==> src/rtl/flash_buf_program.sv <==
// flash_buf_program: buffered-program sequencer for the parallel NOR flash.
// On prog_en it runs clear-status, buffered-program setup with ready polling,
// word count, data words pulled from an upstream FIFO, confirm, completion
// polling and a final return to read-array mode. Every flash access is one
// wr_*/rd_* command to the bus controller, with at most one outstanding.
//
// Ports:
//   clk, rst_n                   clock, asynchronous active-low reset
//   prog_en/prog_addr/prog_length start pulse, first word address, word count
//   prog_data_req/prog_data      FIFO pull pulse, word valid one cycle later
//   busy/prog_done/prog_err/prog_status  status; err/status held until next start
//   wr_en/wr_addr/wr_data/wr_done         single-word write command
//   rd_en/rd_addr/rd_length/rd_data/rd_valid/rd_done  read command
//
// Optional feature: define FLASH_PROG_TIMEOUT_EN to bound each poll phase to
// POLL_MAX status reads; without it polling is unbounded.
module flash_buf_program #(
  parameter int BUF_WORDS = 512,
  parameter int POLL_MAX  = 65535
) (
  input  logic        clk,
  input  logic        rst_n,
  input  logic        prog_en,
  input  logic [24:0] prog_addr,
  input  logic [9:0]  prog_length,
  output logic        prog_data_req,
  input  logic [15:0] prog_data,
  output logic        busy,
  output logic        prog_done,
  output logic        prog_err,
  output logic [7:0]  prog_status,
  output logic        wr_en,
  output logic [24:0] wr_addr,
  output logic [15:0] wr_data,
  input  logic        wr_done,
  output logic        rd_en,
  output logic [24:0] rd_addr,
  output logic [16:0] rd_length,
  input  logic [15:0] rd_data,
  input  logic        rd_valid,
  input  logic        rd_done
);
  localparam int LB = $clog2(BUF_WORDS);

  typedef enum logic [3:0] {
    IDLE, CHECK, CLR_SR, SETUP, POLL_BUF, WCOUNT, WDATA,
    CONFIRM, POLL_DONE, EVAL, READ_ARRAY, DONE
  } state_t;

  state_t      state, cmd_next;
  logic [1:0]  ph;        // sub-step inside a state: 0 = issue, then wait
  logic [24:0] a;
  logic [9:0]  len, idx;
  logic [7:0]  sr, sr_now;
  logic [15:0] cmd_word;
  logic        param_bad;

`ifdef FLASH_PROG_TIMEOUT_EN
  localparam int PW = $clog2(POLL_MAX + 1);
  logic [PW-1:0] poll_cnt;
  logic          unused_ok;
  assign unused_ok = ^rd_data[15:8];
`else
  logic          unused_ok;
  assign unused_ok = ^rd_data[15:8] ^ (^POLL_MAX);
`endif

  // rd_valid and rd_done may coincide, so decide on the live byte then.
  assign sr_now = rd_valid ? rd_data[7:0] : sr;

  assign param_bad = (len == '0) || (32'(len) > 32'(BUF_WORDS)) ||
                     ((32'(a[LB-1:0]) + 32'(len)) > 32'(BUF_WORDS));

  // Command word and successor for the plain single-write states.
  always_comb begin
    cmd_word = '0;
    cmd_next = IDLE;
    case (state)
      CLR_SR:     begin cmd_word = 16'h0050;            cmd_next = SETUP;     end
      SETUP:      begin cmd_word = 16'h00E8;            cmd_next = POLL_BUF;  end
      WCOUNT:     begin cmd_word = 16'(len - 10'd1);    cmd_next = WDATA;     end
      CONFIRM:    begin cmd_word = 16'h00D0;            cmd_next = POLL_DONE; end
      READ_ARRAY: begin cmd_word = 16'h00FF;            cmd_next = DONE;      end
      default:    ;
    endcase
  end

  always_ff @(posedge clk or negedge rst_n) begin
    if (!rst_n) begin
      state         <= IDLE;
      ph            <= '0;
      a             <= '0;
      len           <= '0;
      idx           <= '0;
      sr            <= '0;
      busy          <= 1'b0;
      prog_done     <= 1'b0;
      prog_err      <= 1'b0;
      prog_status   <= '0;
      prog_data_req <= 1'b0;
      wr_en         <= 1'b0;
      wr_addr       <= '0;
      wr_data       <= '0;
      rd_en         <= 1'b0;
      rd_addr       <= '0;
      rd_length     <= '0;
`ifdef FLASH_PROG_TIMEOUT_EN
      poll_cnt      <= '0;
`endif
    end else begin
      // Pulses and command fields are zero unless set below for one cycle.
      prog_done     <= 1'b0;
      prog_data_req <= 1'b0;
      wr_en         <= 1'b0;
      wr_addr       <= '0;
      wr_data       <= '0;
      rd_en         <= 1'b0;
      rd_addr       <= '0;
      rd_length     <= '0;
      if (rd_valid && (state == POLL_BUF || state == POLL_DONE)) sr <= rd_data[7:0];

      case (state)
        // busy is already low in DONE, so a start is accepted there too.
        IDLE, DONE: begin
          if (prog_en) begin
            a           <= prog_addr;
            len         <= prog_length;
            prog_err    <= 1'b0;
            prog_status <= '0;
            busy        <= 1'b1;
            idx         <= '0;
            ph          <= '0;
            state       <= CHECK;
          end else begin
            state <= IDLE;
          end
        end
        CHECK: begin
          if (param_bad) begin
            prog_err  <= 1'b1;
            prog_done <= 1'b1;
            busy      <= 1'b0;
            state     <= DONE;
          end else begin
            state <= CLR_SR;
          end
        end
        CLR_SR, SETUP, WCOUNT, CONFIRM, READ_ARRAY: begin
`ifdef FLASH_PROG_TIMEOUT_EN
          if (state == CLR_SR || state == CONFIRM) poll_cnt <= '0;
`endif
          if (ph == 2'd0) begin
            wr_en   <= 1'b1;
            wr_addr <= a;
            wr_data <= cmd_word;
            ph      <= 2'd1;
          end else if (wr_done) begin
            ph    <= 2'd0;
            state <= cmd_next;
            if (cmd_next == DONE) begin
              prog_done <= 1'b1;
              busy      <= 1'b0;
            end
          end
        end
        // Per word: pull, wait one cycle for FIFO data, write, wait done.
        WDATA: begin
          case (ph)
            2'd0: begin prog_data_req <= 1'b1; ph <= 2'd1; end
            2'd1: ph <= 2'd2;
            2'd2: begin
              wr_en   <= 1'b1;
              wr_addr <= a + 25'(idx);
              wr_data <= prog_data;
              ph      <= 2'd3;
            end
            default: begin
              if (wr_done) begin
                ph <= 2'd0;
                if (idx + 10'd1 == len) begin
                  idx   <= '0;
                  state <= CONFIRM;
                end else begin
                  idx <= idx + 10'd1;
                end
              end
            end
          endcase
        end
        POLL_BUF, POLL_DONE: begin
          if (ph == 2'd0) begin
            rd_en     <= 1'b1;
            rd_addr   <= a;
            rd_length <= 17'd1;
            ph        <= 2'd1;
          end else if (rd_done) begin
            ph <= 2'd0;
`ifdef FLASH_PROG_TIMEOUT_EN
            poll_cnt <= poll_cnt + PW'(1);
`endif
            if (sr_now[7])
              state <= (state == POLL_BUF) ? WCOUNT : EVAL;
`ifdef FLASH_PROG_TIMEOUT_EN
            else if (poll_cnt + PW'(1) == PW'(POLL_MAX)) begin
              prog_err    <= 1'b1;
              prog_status <= sr_now;
              state       <= READ_ARRAY;
            end
`endif
            else
              state <= (state == POLL_BUF) ? SETUP : POLL_DONE;
          end
        end
        EVAL: begin
          prog_status <= sr;
          prog_err    <= |(sr & 8'h3A);
          state       <= READ_ARRAY;
        end
        default: state <= IDLE;
      endcase
    end
  end
endmodule

==> config.mk <==
export PLATFORM = sky130hd
export DESIGN_NAME = flash_buf_program
export DESIGN_NICKNAME = d
export VERILOG_FILES = /design/src/rtl/flash_buf_program.sv
export SDC_FILE = /design/constraint.sdc
export NUM_CORES = 1
export LEC_CHECK = 0
export CORE_AREA = 3 3 109 163
export CTS_CLUSTER_SIZE = 40
export DETAILED_ROUTE_END_ITERATION = 12
export DIE_AREA = 0 0 112 166
export GPL_TIMING_DRIVEN = 0
export PLACE_DENSITY_LB_ADDON = 0.08
export SLEW_MARGIN = 20
export SYNTH_ARGS = -nofsm -noshare
export SYNTH_HDL_FRONTEND = slang
export SYNTH_SLANG_ARGS = --single-unit
==> constraint.sdc <==
create_clock -name clk -period 2.55 [get_ports clk]
set_input_delay 0.3825 -clock clk [delete_from_list [all_inputs] [get_ports clk]]
set_output_delay 0.3825 -clock clk [all_outputs]
set_load 0.01 [all_outputs]
==> impl_metrics.json, run 1 <==
{
  "status": "finished, violations left",
  "violations": "setup timing",
  "grt_overflow_total": 0,
  "cp_num_buf_inv": 1,
  "grt_antenna_before_repair": 0,
  "start_kind": "register",
  "die_x_um": 112,
  "dp_hpwl_um": 16200,
  "post_synth_fa_ha_maj_area_fraction_pct": 4.68,
  "syn2layout_area_growth_pct": 38.9,
  "path_common_cell": "o21ai_2",
  "grt_pass1_wl_um": 35600,
  "synth_top_family_by_area": "simple AND/OR/NAND/NOR gates",
  "hold_violations": 0,
  "yosysUniqueCellTypes": 76,
  "synth_top_area_share_pct": 46.1,
  "grt_pass1_vias": 6815,
  "die_h_um": 166,
  "yosysMostFrequentCell": "dfrtp_1",
  "async_reset_ff_share_pct": 100,
  "antenna_cells": 0,
  "synth_compound_area_share_pct": 15.6,
  "clock_sinks": 139,
  "initial_core_util_pct": 46.2,
  "place.port_buffers": 145,
  "crit_fanout": 5,
  "core_area_sq_um": 16300,
  "synthFlopType": "dfrtp_1",
  "cts.clk_slew.worst_paths_ns": 0.06,
  "synth-edff-count": 0,
  "htree_levels": 4,
  "tns_ns": -0.520,
  "fin_ws_ns": -0.0990,
  "worstPathRequired_ns": 2.85,
  "worstReg2RegEnd": "wr_addr[16]",
  "synthMuxAreaShare_pct": 7.21,
  "ctsRootBufferMaster": "clkbuf_16",
  "drc": 0,
  "critPathMaxStageDelay_ns": 0.42,
  "grt_use_total_pct": 23.9,
  "min_path_type": "input pin to async pin",
  "io_pins": 170,
  "r2r.worst_path.cells": 11,
  "pre_cts_ws_ns": -0.406,
  "syn_inst": 756,
  "yosys.area_share.simple_pct": 17.9,
  "tightestPinTransition_ns": 0.673,
  "die-area_sq_um": 18600,
  "relSlewSlack_pct": 55.2,
  "r2r_setup_slack_ns": -0.1,
  "cts_buffers": 17,
  "viasPerCell": 5.54,
  "synthTopCellsByCount": "139 x dfrtp_1, 90 x nand2_1, 59 x o21ai_0",
  "fmax_mhz": 378,
  "critPathCaptureType": "register",
  "grt_max_degree": 105,
  "drt-pass1-iter-count": 5,
  "min_period_over_period_pct": 104,
  "synth-warning-count": 0,
  "synthXorXnorAreaFrac_pct": 3.37,
  "clock_skew_ns": 0.00911,
  "period_minus_slack_ns": 2.65,
  "clock_latency_ns": 0.42,
  "ir_drop_mv": 0.647,
  "routed_wl_um": 22200,
  "num_rows": 57,
  "r2r-start": "a[0]",
  "ys_seq_area_share_pct": 46.1,
  "routedWlPerCell_um": 18.8,
  "nets": 1061,
  "p_leak_nw": 4.62,
  "crit_type": "register to register",
  "synthTopCellsByArea": "dfrtp_1 46%, mux2_2 6.3%, nand2_1 4.5%, ha_1 4.1%, o21ai_0 3.9%",
  "gp_congestion": 0.956,
  "rsz0062_at_grt": "true",
  "synth.cell_area_sq_um": 7550,
  "cp_cell_sequence": "ha_2 > inv_2 > fa_2 > nor2b_2 > o21ai_2 > a21boi_2 > o21ai_2 > a21oi_4 > a41oi_4 > o211a_1 > a211o_1",
  "synth_area_per_cell_sq_um": 9.98,
  "crit_slowest_cell": "dfrtp_1",
  "yosys.area.top_type": "dfrtp_1",
  "synth_seq_cells": 139,
  "ant_nets": 0,
  "drive_gt1_share_pct": 22.4,
  "initialDrtViolationCount": 345,
  "report.final.slew_viol_count": 0,
  "cts_tree": "done",
  "finalSetupViolations": 14,
  "p_per_area_nw_per_um2": 1150,
  "arrival_ns": 2.95,
  "drv_cap": 0,
  "cp_top_family": "compound AO/OA/AOI/OAI gates",
  "vias": 6536,
  "cts.path.max_buffers": 2
}
==> worst register-to-register path, stage by stage, from the launching register on <==
cell and delay, ns:
dfrtp_1 0.42, ha_2 0.23, inv_2 0.04, fa_2 0.37
nor2b_2 0.13, o21ai_2 0.08, a21boi_2 0.19, o21ai_2 0.11
a21oi_4 0.24, a41oi_4 0.21, o211a_1 0.27, a211o_1 0.24
==> state kept, by name, indices dropped and copies added (netlist names), 2 cells and up <==
name / count
ph: 2
prog_status: 8
state: 4
sr: 8
wr_data: 16
rd_addr: 25
a: 25
idx: 10
len: 10
wr_addr: 25
==> layout by cell type (no fill, tap or decap), types with 17 or more instances in the layout <==
cell,instances
a21oi_1,20
and3_1,34
buf_4,40
clkbuf_1,24
clkbuf_16,17
clkdlybuf4s50_1,144
dfrtp_1,127
inv_1,18
mux2_2,42
nand2_1,89
nand3_1,24
nor2_1,36
o21ai_0,50
==> power breakdown <==
part	switching, mW	internal, mW
clock network	0.984	1.60
registers	0.730	2.95
logic	3.03	2.75
==> worst max-delay path by stage <==
stage,startpoint,cells after the start,endpoint
6_report,a[0],11,wr_addr[16]
5_1_grt,a[0],11,wr_addr[16]
4_1_cts,a[0],11,wr_addr[16]
3_5_place_dp,a[2],9,prog_err
3_3_place_gp,rst_n,1,sr[0]
2_1_floorplan,len[0],11,busy
==> cell type report <==
class | instances | area, sq um
Clock buffer | 20 | 457
Timing Repair Buffer | 175 | 1730
Buffer | 55 | 294
Multi-Input combinational cell | 551 | 4010
Fill cell | 1383 | 5850
Sequential cell | 139 | 3490
Inverter | 22 | 82.6
Clock inverter | 12 | 161
Tap cell | 206 | 258
==> kinds of logic after synthesis <==
kind of cell / count (synthesis)
fa+ha+maj: 27
buf+inv: 81
compound gates: 166
flops: 139
xor+xnor: 29
other cells: 1
mux: 49
simple gates: 264
==> per-layer routing <==
metal	vias to the layer above	GRT usage (%)	wire length, um
met2	226	42.6	11500
met3	51	4.92	1110
li1	3097	-	-
met1	3162	27.8	8890
met4	0	9.88	685
met5	-	0	0
==> timing repair <==
action                                  4_1_cts  5_1_grt
pin swaps                                    34       20
hold buffers                                  1        0
buffers inserted                             20        8
hold endpoints to repair                     35        0
endpoints found under the setup margin       43       78
gates resized for setup                      46       39
==> stage by stage <==
step | util (%) | power (mW) | cell area [sq um] | std cells | hold WS [ns]
after floorplan | - | 6.86 | 7640 | 771 | 0.0869
after global placement | 57.2 | 8.71 | 9350 | 1122 | 0.460
after detailed placement | 57.4 | 8.87 | 9380 | 1123 | 0.269
after CTS | 63.0 | 11.9 | 10300 | 1175 | 0.423
after global routing | 64.2 | 12.8 | 10500 | 1180 | 0.452
final | 64.2 | 12.0 | 10500 | 1180 | 0.420
Note: power is estimated with default switching activity, not from simulation.
==> run 2: changes to the inputs <==
--- a/config.mk
+++ b/config.mk
@@ -15,3 +15,4 @@
 export SYNTH_ARGS = -nofsm -noshare
 export SYNTH_HDL_FRONTEND = slang
 export SYNTH_SLANG_ARGS = --single-unit
+export TNS_END_PERCENT = 20
==> constraint.sdc (replaced) <==
create_clock -name clk -period 2.3 [get_ports clk]
set_input_delay 0.345 -clock clk [delete_from_list [all_inputs] [get_ports clk]]
set_output_delay 0.345 -clock clk [all_outputs]
set_load 0.01 [all_outputs]
==> impl_metrics.json, run 2 (synthesis gave the netlist of run 1 again) <==
{
  "seq_area_sq_um": 3500,
  "tns_ns": -5.69,
  "grt_use_total_pct": 24.5,
  "grt_pass1_wl_um": 36500,
  "drt-pass1-iter-count": 5,
  "place_area_sq_um": 9380,
  "initial_core_util_pct": 46.2,
  "period_minus_slack_ns": 2.68,
  "htree_levels": 4,
  "drc": 0,
  "p_leak_nw": 4.68,
  "antenna_cells": 0,
  "ctsRootBufferMaster": "clkbuf_16",
  "ir_drop_mv": 0.795,
  "tightestPinTransition_ns": 0.663,
  "cts_buffers": 17,
  "pre_cts_ws_ns": -0.671,
  "ant_nets": 0,
  "io_pins": 170,
  "clock_skew_ns": 0.0153,
  "worstPathRequired_ns": 2.62,
  "syn2layout_area_growth_pct": 40.1,
  "cts.clk_slew.worst_paths_ns": 0.06,
  "viasPerCell": 5.61,
  "dp_cells": 1123,
  "critPathCaptureType": "register",
  "num_rows": 57,
  "routed_wl_um": 22800,
  "relSlewSlack_pct": 55.8,
  "top_regs": "a (25), rd_addr (25), wr_addr (25)",
  "min_path_type": "input pin to async pin",
  "gp_congestion": 0.892,
  "die_h_um": 166,
  "drive_gt1_share_pct": 24.4,
  "violations": "setup timing",
  "finalNonFillerCells": 1182,
  "cts_tree": "done",
  "initialDrtViolationCount": 415,
  "min_period_over_period_pct": 116,
  "clock_latency_ns": 0.43,
  "p_per_area_nw_per_um2": 1240,
  "rsz0062_at_grt": "true",
  "r2r.worst_path.cells": 11,
  "arrival_ns": 3.00,
  "design_area_sq_um": 10600,
  "nets": 1065,
  "status": "finished, violations left",
  "crit_type": "register to register",
  "vias": 6633,
  "final_common_cell": "clkdlybuf4s50_1",
  "final_cell_mix": "144 x clkdlybuf4s50_1, 124 x dfrtp_1, 89 x nand2_1",
  "report.final.slew_viol_count": 0,
  "cts.path.max_buffers": 2,
  "r2r-start": "a[0]",
  "finalSetupViolations": 28,
  "core_area_sq_um": 16300,
  "fmax_mhz": 373,
  "worstReg2RegEnd": "busy",
  "grt_overflow_total": 0,
  "drv_cap": 0,
  "die_x_um": 112,
  "hold_ws_ns": 0.445,
  "n_fill_cell": 1371,
  "grt_pass1_vias": 6881,
  "r2r_setup_slack_ns": -0.38,
  "multi_input_area_sq_um": 4130,
  "grt_max_degree": 77,
  "start_kind": "register",
  "hold_violations": 0,
  "fin_ws_ns": -0.379,
  "place.port_buffers": 145,
  "grt_antenna_before_repair": 0,
  "die-area_sq_um": 18600,
  "routedWlPerCell_um": 19.3,
  "dp_hpwl_um": 16600,
  "clock_sinks": 139,
  "crit_fanout": 4
}
==> run 2: area by class of cell <==
cell class              instances  share of cell area [%]
flip-flops and latches        139                    33.1
plain buffers                  55                    2.97
clock inverters                 9                   0.615
clock buffers                  21                    4.45
well taps                     206                    2.44
multi-input cells             551                    39.0
inverters                      22                   0.781
repair buffers                179                    16.6
==> run 2: power by group <==
group          leakage, nW  switching (mW)  internal [mW]
logic                 2.62            3.42           3.09
clock network        0.262            1.04           1.45
registers             1.80           0.819           3.28
total                 4.68            5.28           7.82
==> run 2: worst max path at each step <==
stage | start | end | slack, ns | cells after the start
after CTS | a[0] | busy | -0.38 | 11
after detailed placement | a[0] | wr_addr[16] | -0.67 | 11
after floorplan | len[0] | busy | -0.24 | 11
after global placement | rst_n | sr[0] | -4.39 | 1
after global routing | a[0] | prog_err | -0.45 | 12
final | a[0] | busy | -0.38 | 11
==> run 2: timing repair <==
action	in CTS	in global routing
buffers inserted	19	13
hold buffers	1	0
endpoints found under the hold margin	63	0
pin swaps	32	23
setup endpoints to repair	87	85
gates resized for setup	65	55
==> run 2: metal layers <==
layer  wire, um  global-route usage (%)  vias to the layer above
li1           -                       -                     3096
met1       8760                    28.8                     3241
met2      12400                    44.8                      256
met3       1150                    3.83                       40
met4        480                    8.47                        0
met5          0                       0                        -
==> run 2: critical path, cell delays in order, from the launching register on <==
cell,delay [ns]
dfrtp_2,0.47
ha_4,0.19
inv_2,0.04
fa_2,0.35
nand2b_4,0.16
a21oi_4,0.18
o22a_1,0.17
a31oi_1,0.11
or2_4,0.26
a32oi_4,0.23
o211ai_2,0.16
a31o_2,0.23
==> run 2: through the flow <==
stage / total power [mW] / utilization (%)
2_1_floorplan: 7.61 / -
3_3_place_gp: 9.69 / 57.2
3_5_place_dp: 9.87 / 57.4
4_1_cts: 12.9 / 62.9
5_1_grt: 13.9 / 64.7
6_report: 13.1 / 64.7
==> run 3: changes to the inputs <==
--- a/config.mk
+++ b/config.mk
@@ -6,6 +6,7 @@
 export NUM_CORES = 1
 export LEC_CHECK = 0
 export CORE_AREA = 3 3 109 163
+export CTS_BUF_LIST = sky130_fd_sc_hd__clkbuf_16
 export CTS_CLUSTER_SIZE = 40
 export DETAILED_ROUTE_END_ITERATION = 12
 export DIE_AREA = 0 0 112 166
==> impl_metrics.json, run 3 (synthesis gave the netlist of run 1 again) <==
{
  "drt-pass1-iter-count": 6,
  "viasPerCell": 5.67,
  "num_rows": 57,
  "grt_overflow_total": 0,
  "initialDrtViolationCount": 465,
  "min_period_over_period_pct": 117,
  "die_x_um": 112,
  "routed_wl_um": 22900,
  "violations": "setup timing",
  "grt_use_total_pct": 24.5,
  "seqPwrFrac_pct": 31.5,
  "finalSetupViolations": 32,
  "hold_violations": 0,
  "min_path_type": "input pin to async pin",
  "critPathMaxStageDelay_ns": 0.47,
  "crit_type": "register to register",
  "cts_tree": "done",
  "relSlewSlack_pct": 55.0,
  "clock_sinks": 139,
  "crit_slowest_cell": "dfrtp_2",
  "tightestPinTransition_ns": 0.676,
  "cts.clk_slew.worst_paths_ns": 0.06,
  "nets": 1065,
  "power.switching_mw": 5.29,
  "p_clk_share_pct": 18.4,
  "crit_fanout": 4,
  "rsz0062_at_grt": "true",
  "start_kind": "register",
  "io_pins": 170,
  "dp_hpwl_um": 16600,
  "clock_skew_ns": 0.0146,
  "pre_cts_ws_ns": -0.671,
  "drc": 0,
  "ctsRootBufferMaster": "clkbuf_16",
  "antenna_cells": 0,
  "period_minus_slack_ns": 2.69,
  "worstPathRequired_ns": 2.62,
  "critPathCaptureType": "register",
  "arrival_ns": 3.01,
  "ir_drop_mv": 0.795,
  "ant_nets": 0,
  "p_int_mw": 7.72,
  "die_h_um": 166,
  "final_cell_mix": "144 x clkdlybuf4s50_1, 124 x dfrtp_1, 89 x nand2_1",
  "fmax_mhz": 372,
  "tns_ns": -5.87,
  "cts_buffers": 17,
  "grt_pass1_wl_um": 36500,
  "n_fill_cell": 1380,
  "gp_congestion": 0.892,
  "dp_cells": 1123,
  "clock_latency_ns": 0.43,
  "grt_antenna_before_repair": 0,
  "status": "finished, violations left",
  "top_regs": "a (25), rd_addr (25), wr_addr (25)",
  "cts.path.max_buffers": 2,
  "drv_cap": 0,
  "syn2layout_area_growth_pct": 39.8,
  "routedWlPerCell_um": 19.4,
  "htree_levels": 4,
  "initial_core_util_pct": 46.2,
  "die-area_sq_um": 18600,
  "fin_ws_ns": -0.391,
  "switching_share_pct": 40.7,
  "drive_gt1_share_pct": 24.1,
  "cp_cell_sequence": "ha_4 > inv_2 > fa_2 > nand2b_4 > a21oi_4 > o22a_1 > a31oi_1 > or2_4 > a32oi_4 > o211ai_2 > a31o_2",
  "grt_pass1_vias": 6888,
  "report.final.slew_viol_count": 0,
  "grt_max_degree": 77,
  "core_area_sq_um": 16300,
  "p_leak_nw": 4.67,
  "p_per_area_nw_per_um2": 1230,
  "place.port_buffers": 145,
  "finalNonFillerCells": 1182,
  "final_common_cell": "clkdlybuf4s50_1",
  "vias": 6701,
  "pwr-share-comb_pct": 50.1
}
run 3: changes by cell type in the layout (fill, tap and decap cells not counted), sizes merged:
cell and delta:
clkinv +3, inv +1, clkbuf -4
run 3: layer usage:
metal / share of wire (%) / wire length (um) / GRT usage (%)
met2: 54 / 12500 / 44.8
met5: 0 / 0 / 0
met3: 5.0 / 1150 / 3.83
met4: 2.1 / 488 / 8.47
met1: 38 / 8810 / 28.8
run 3: timing repair:
action / 4_1_cts / 5_1_grt
gates resized for setup: 65 / 56
hold endpoints to repair: 63 / 0
hold buffers: 1 / 0
setup endpoints to repair: 87 / 86
pin swaps: 32 / 23
buffers inserted: 19 / 13
run 3: worst max-delay path, delay by kind of cell (launching register included):
family,cells,cell delay (ns)
and+or+nand+nor,2,0.42
DFF,1,0.47
adders and majority gates,2,0.54
buffers and inverters,1,0.04
AOI/OAI and AO/OA,6,1.09
run 3: worst paths after layout:
check	startpoint	to	slack, ns	cells after the start
setup / recovery	a[0]	busy	-0.39	11
hold / removal	rst_n	rd_addr[6]	0.44	2
setup reg to reg	a[0]	busy	-0.39	11
hold reg to reg	sr[0]	prog_status[0]	0.49	2
max in group asynchronous	rst_n	state[0]	1.08	3
min in group clk	prog_data[10]	wr_data[10]	0.46	3
run 3: layout make-up:
type | count | area [sq um] | share of cell area [%]
Timing Repair Buffer | 179 | 1760 | 16.7
Tap cell | 206 | 258 | 2.44
Sequential cell | 139 | 3500 | 33.2
Buffer | 55 | 314 | 2.98
Clock inverter | 13 | 80.1 | 0.759
Clock buffer | 17 | 425 | 4.03
Inverter | 22 | 82.6 | 0.783
Multi-Input combinational cell | 551 | 4130 | 39.1
run 3: per-stage QoR:
| step | util [%] | power, mW | hold WS [ns] | cell area (sq um) |
|---|---|---|---|---|
| 2_1_floorplan | - | 7.61 | 0.0494 | 7640 |
| 3_3_place_gp | 57.2 | 9.69 | 0.460 | 9350 |
| 3_5_place_dp | 57.4 | 9.87 | 0.306 | 9380 |
| 4_1_cts | 62.8 | 12.8 | 0.448 | 10200 |
| 5_1_grt | 64.6 | 13.8 | 0.479 | 10500 |
| 6_report | 64.6 | 13.0 | 0.445 | 10500 |
run 3: power by group through the flow:
| stage | clock network (mW) | logic [mW] | registers (mW) |
|---|---|---|---|
| 2_1_floorplan | 0 | 3.62 | 3.98 |
| 3_3_place_gp | 0 | 5.62 | 4.07 |
| 3_5_place_dp | 0 | 5.79 | 4.09 |
| 4_1_cts | 2.42 | 6.30 | 4.05 |
| 5_1_grt | 2.53 | 7.10 | 4.22 |
| 6_report | 2.39 | 6.52 | 4.10 |
